<file path="src/rtl/pipeline_pkg.sv">
// pipeline_pkg: shared widths, bubble encoding and defaults for the pipeline registers
package pipeline_pkg;
    localparam int XLEN = 32;
    localparam logic [XLEN-1:0] NOP_INSTR = 32'h0000_0000;
    localparam logic [XLEN-1:0] RESET_PC_DEFAULT = 32'h0000_0000;
    typedef struct packed {
        logic [XLEN-1:0] instr;
        logic [XLEN-1:0] pc;
        logic [XLEN-1:0] pc_plus4;
        logic valid;
    } ifid_t;
    localparam ifid_t IFID_BUBBLE = '{instr: NOP_INSTR, pc: '0, pc_plus4: '0, valid: 1'b0};
endpackage

</file>
<file path="src/rtl/pipe_reg.sv">
// pipe_reg: generic pipeline register; reset/clear load CLR_VAL, enable loads d, otherwise hold
module pipe_reg #(
    parameter int W = 32,
    parameter logic [W-1:0] CLR_VAL = '0
) (
    input  logic         clk,
    input  logic         reset,
    input  logic         clear,
    input  logic         en,
    input  logic [W-1:0] d,
    output logic [W-1:0] q
);
    always_ff @(posedge clk)
        q <= (reset || clear) ? CLR_VAL : en ? d : q;
endmodule

</file>
<file path="src/rtl/fetch_stage.sv">
// fetch_stage: PC register with redirect/stall handling and the IF/ID pipeline register
module fetch_stage
    import pipeline_pkg::*;
#(
    parameter logic [XLEN-1:0] RESET_PC = RESET_PC_DEFAULT,
    parameter logic [XLEN-1:0] PC_STEP = 32'd4
) (
    input  logic            clk,
    input  logic            reset,
    input  logic            stall_f,
    input  logic            stall_d,
    input  logic            flush_d,
    input  logic            pc_src_e,
    input  logic [XLEN-1:0] pc_target_e,
    input  logic [XLEN-1:0] imem_rdata,
    input  logic            imem_ready,
    output logic [XLEN-1:0] imem_addr,
    output logic [XLEN-1:0] pc_f,
    output logic [XLEN-1:0] instr_d,
    output logic [XLEN-1:0] pc_d,
    output logic [XLEN-1:0] pc_plus4_d,
    output logic            valid_d
);
    logic [XLEN-1:0] pc_plus;
    ifid_t ifid_d, ifid_q;
    assign pc_plus = pc_f + PC_STEP;
    assign imem_addr = pc_f;
    // a redirect wins over a stall or a memory wait so a taken branch is never dropped
    always_ff @(posedge clk)
        pc_f <= reset ? RESET_PC
              : pc_src_e ? pc_target_e
              : (stall_f || !imem_ready) ? pc_f
              : pc_plus;
    assign ifid_d = '{instr: imem_rdata, pc: pc_f, pc_plus4: pc_plus, valid: 1'b1};
    // flush beats stall; a memory wait only bubbles IF/ID when decode is not holding
    pipe_reg #(.W($bits(ifid_t)), .CLR_VAL(IFID_BUBBLE)) u_ifid (
        .clk   (clk),
        .reset (reset),
        .clear (flush_d || (!stall_d && !imem_ready)),
        .en    (!stall_d),
        .d     (ifid_d),
        .q     (ifid_q)
    );
    assign instr_d = ifid_q.instr;
    assign pc_d = ifid_q.pc;
    assign pc_plus4_d = ifid_q.pc_plus4;
    assign valid_d = ifid_q.valid;
endmodule
</file>
<file path="config.mk">
export PLATFORM = sky130hd
export DESIGN_NAME = fetch_stage
export DESIGN_NICKNAME = d
export VERILOG_FILES = /design/src/rtl/pipeline_pkg.sv /design/src/rtl/pipe_reg.sv /design/src/rtl/fetch_stage.sv
export SDC_FILE = /design/constraint.sdc
export NUM_CORES = 1
export LEC_CHECK = 0
export BUFFER_PORTS_ARGS = -buffer_cell sky130_fd_sc_hd__buf_2
export CORE_MARGIN = 4
export CORE_UTILIZATION = 49
export DETAILED_ROUTE_END_ITERATION = 8
export GPL_TIMING_DRIVEN = 0
export PLACE_DENSITY = 0.8
export SKIP_LAST_GASP = 1
export SLEW_MARGIN = 20
export SYNTH_ARGS = -nofsm -noshare
export SYNTH_HDL_FRONTEND = slang
export SYNTH_HIERARCHICAL = 1
export SYNTH_SLANG_ARGS = --single-unit
</file>
<file path="constraint.sdc">
create_clock -name clk -period 2.1 [get_ports clk]
set_input_delay 0.21 -clock clk [delete_from_list [all_inputs] [get_ports clk]]
set_output_delay 0.21 -clock clk [all_outputs]
set_load 0.005 [all_outputs]
</file>
==> summary.txt <==
Floorplan
  – Core area: 0.0120 mm²
  – Starting Density: between 50% and 60%
  – I/O Pins: roughly 230
  – Die width: 119 µm
  – Row count: 40
  – Chip height: 119 µm
  – Die footprint: approximately 0.014 mm²

Critical path
  – Worst setup path class: flip-flop to flip-flop
  – Worst R2R End: imem_addr[29]$_SDFFE_PP0N_
  – Worst EP required: between 2 and 2.5 ns
  – Crit. End Element: flip-flop
  – Worst Path Arrival: 2.33 ns
  – R2R Setup Slk: between 0.06 and 0.07 ns
  – Critical Path Source Type: flip-flop
  – Reg2reg start: imem_addr[10]$_SDFFE_PP0N_
  – Worst-path fanout max: 7
  – FF-to-FF path depth: 7

Routing
  – Final ANT Viol Nets: 0
  – Routed wire length: between 15000 and 20000 µm
  – DRT iter0 DRCs: between 200 and 300
  – Via/cell ratio: 4.96
  – Pre-antenna DRT Iters: 4
  – Wire length per cell: between 15 and 20 µm
  – Via count: approximately 5300
  – Residual DRC: 0

Layout
  – Area Overhead vs Synth: 34.6%
  – Area occupied by multi-input gates: approximately 0.0029 mm²
  – Layout cell share with drive strength beyond 1: 37.6%
  – FF+latch area: 0.00259 mm²
  – Filler cell count: 960
  – Nets@finish: between 900 and 1000

Min path
  – WHS Endpoint: u_ifid/q[76]$_SDFFE_PP0P_
  – Min-delay worst type: input port to flip-flop
  – Hold wc startpoint: imem_rdata[11]
  – Hold Crit Depth: 3

Yosys
  – Top post-synthesis cells by area: dfxtp_1 43%, mux2i_1 18%, nor2_1 8.1%
  – EDFF count, synth: 0
  – Yosys top cell area share: ~43%
  – Net count after synthesis: ~720
  – Seq/Total Area, Yosys: between 40% and 50%
  – Most used flip-flop cell after synthesis: dfxtp_1
  – Synth unique cells: 40
  – Area leader, netlist: dfxtp_1
  – Netlist Area Pre-Place: approximately 0.0060 mm²
  – Synth Warn #: 6
  – Post-Synthesis Cells: 650
  – Ys async rst share: 0%
  – #FFs+latches synth: approximately 130
  – Mean post-synth cell area: just over 9 µm²

Clocking
  – Num CTS Buffers: 17
  – CTS Sinks: 129
  – CTS tree: yes
  – Root Driver: clkbuf_16
  – Worst-skew pair later-pin latency: around 0.41 ns
  – CTS Buffer Depth: 2
  – Worst-path clk slew: 0.06 ns
  – H-tree depth: 4

STA
  – Fmax: a little under 500 MHz
  – Worst slew pin tran: ~0.7 ns
  – Fin crit share: a little over nine tenths
  – TNS Setup: 0 ns
  – Tmin final: roughly 2.0 ns
  – Max-slew headroom: a little over half
  – Final setup vio count: 0
  – Final Hold Vio Count: 0
  – Final Skew: around 0.0083 ns
  – RSZ-0062 raised after global routing: true
  – Slew Limit Fails: 0

Placement
  – IO Port Bufs: 230
  – RD Place Congestion: between 0.8 and 0.9
  – Hpwl dp: 12500 µm

Outcome
  – Status: complete, no violations

Global routing
  – Largest net degree at the start of global routing: 17
  – Initial antenna violation count: 2
  – Vias in the first global route: approximately 5100
  – First-pass GRT wire length: 26100 µm
  – Grt total ovfl: 0
  – All-Layer GR Usage: a little under a quarter

Power and ir drop
  – Total design power: 6.30 mW
  – P_leak: around 4 nW
  – Peak supply drop: approximately 0.67 mV
  – Power density over cell area: about 780 mW/mm²

Flow run
  – Max-Cap Viols: 0
-- stage by stage --
stage	setup WS [ns]	hold WS [ns]	instance area, µm²	util [%]	instances
2_1_floorplan	0.178	0.354	5980	-	650
3_3_place_gp	-0.212	0.444	7320	61.2	1027
3_5_place_dp	-0.239	0.451	7320	61.2	1027
4_1_cts	-0.0700	0.0251	7950	66.5	1060
5_1_grt	-0.0615	0.0449	8050	67.3	1066
6_report	0.0678	0.0401	8050	67.3	1067
-- Yosys cell counts, types with 4 or more instances --
library cell and count:
inv_1 21, nor2_1 129, nand4_1 12, buf_6 9
buf_2 11, buf_4 36, nand2_1 24, mux2i_1 105
dfxtp_1 129, a21oi_1 25, and3_1 4, nor3_1 7
xor2_1 16, nand3_1 21, o21a_1 17, xnor2_1 35
clkbuf_1 19
-- logic make-up after synthesis --
kind of cell    after synthesis  synth area share [%]
other cells                   1                0.0627
compound gates               50                  5.23
fa+ha+maj                     1                 0.209
simple gates                216                  16.6
flops                       129                  43.2
mux                         105                  17.6
buf+inv                      97                  9.70
xor+xnor                     51                  7.46
-- layout by cell type (no fill, tap or decap), types with 3 or more instances in the layout --
| cell type | synthesis | routed |
|---|---|---|
| xnor2_1 | 35 | 35 |
| and3_1 | 4 | 4 |
| buf_6 | 9 | 11 |
| dfxtp_1 | 129 | 121 |
| xor2_1 | 16 | 16 |
| clkbuf_1 | 19 | 19 |
| inv_1 | 21 | 21 |
| buf_4 | 36 | 43 |
| nor3_1 | 7 | 6 |
| clkbuf_16 | 0 | 17 |
| o21a_1 | 17 | 17 |
| dfxtp_2 | 0 | 7 |
| a21oi_1 | 25 | 25 |
| nand4_1 | 12 | 12 |
| clkinvlp_4 | 0 | 3 |
| nand3_1 | 21 | 20 |
| mux2i_1 | 105 | 105 |
| buf_2 | 11 | 239 |
| clkinv_2 | 0 | 5 |
| nor2_1 | 129 | 127 |
| bufinv_16 | 0 | 3 |
| nand2_1 | 24 | 24 |
-- critical path, stage by stage (launching register included) --
cell and delay, ns:
dfxtp_4 0.38, buf_4 0.16, nand4_1 0.18, nor4b_4 0.41
buf_4 0.18, nand4_1 0.16, o21a_1 0.23, o31a_1 0.22
-- report_power, final --
part           total (mW)  leakage (nW)  internal [mW]  switching, mW
Sequential           2.64          1.05           2.53          0.112
Clock                2.97         0.292           1.89           1.08
Combinational       0.689          2.75          0.360          0.328
Total                6.30          4.09           4.78           1.52
-- area by class of cell --
class | instances | share of cell area (%)
Tap cell | 147 | 2.28
Clock inverter | 14 | 2.04
Buffer | 76 | 6.38
Timing Repair Buffer | 237 | 14.9
Multi-Input combinational cell | 424 | 35.7
Sequential cell | 129 | 32.2
Clock buffer | 18 | 5.45
Antenna cell | 1 | 0.0311
Inverter | 21 | 0.979
-- how the worst max path moves through the flow --
stage	to	slack (ns)	startpoint
finish	imem_addr[29]$_SDFFE_PP0N_	0.07	imem_addr[10]$_SDFFE_PP0N_
detailed placement	u_ifid/q[24]$_SDFFE_PP0P_	-0.24	imem_addr[10]$_SDFFE_PP0N_
global placement	u_ifid/q[24]$_SDFFE_PP0P_	-0.21	imem_addr[10]$_SDFFE_PP0N_
global route	u_ifid/q[24]$_SDFFE_PP0P_	-0.06	imem_addr[10]$_SDFFE_PP0N_
floorplan	imem_addr[24]$_SDFFE_PP0N_	0.18	imem_addr[2]$_SDFFE_PP0N_
CTS	u_ifid/q[24]$_SDFFE_PP0P_	-0.07	imem_addr[4]$_SDFFE_PP0N_
-- layer usage --
metal	vias to the layer above	routed length [µm]	global-route usage, %
met2	203	8060	39.0
met1	2418	7080	27.5
met4	4	210	6.88
met3	20	1430	7.94
li1	2646	-	-
met5	-	20	0
-- state kept, by name, indices dropped and copies added, names as in the netlist --
signal,count
imem_addr,32
u_ifid/q,97
-- repair_timing --
action                                 4_1_cts  5_1_grt
resized for setup                            7       17
setup buffers                                1        6
gates cloned                                 0        0
pin swaps                                    2        4
endpoints found under the hold margin        0        0
setup endpoints to repair                   29       25
hold buffers                                 0        0
Note: power is estimated with default switching activity, not from simulation.
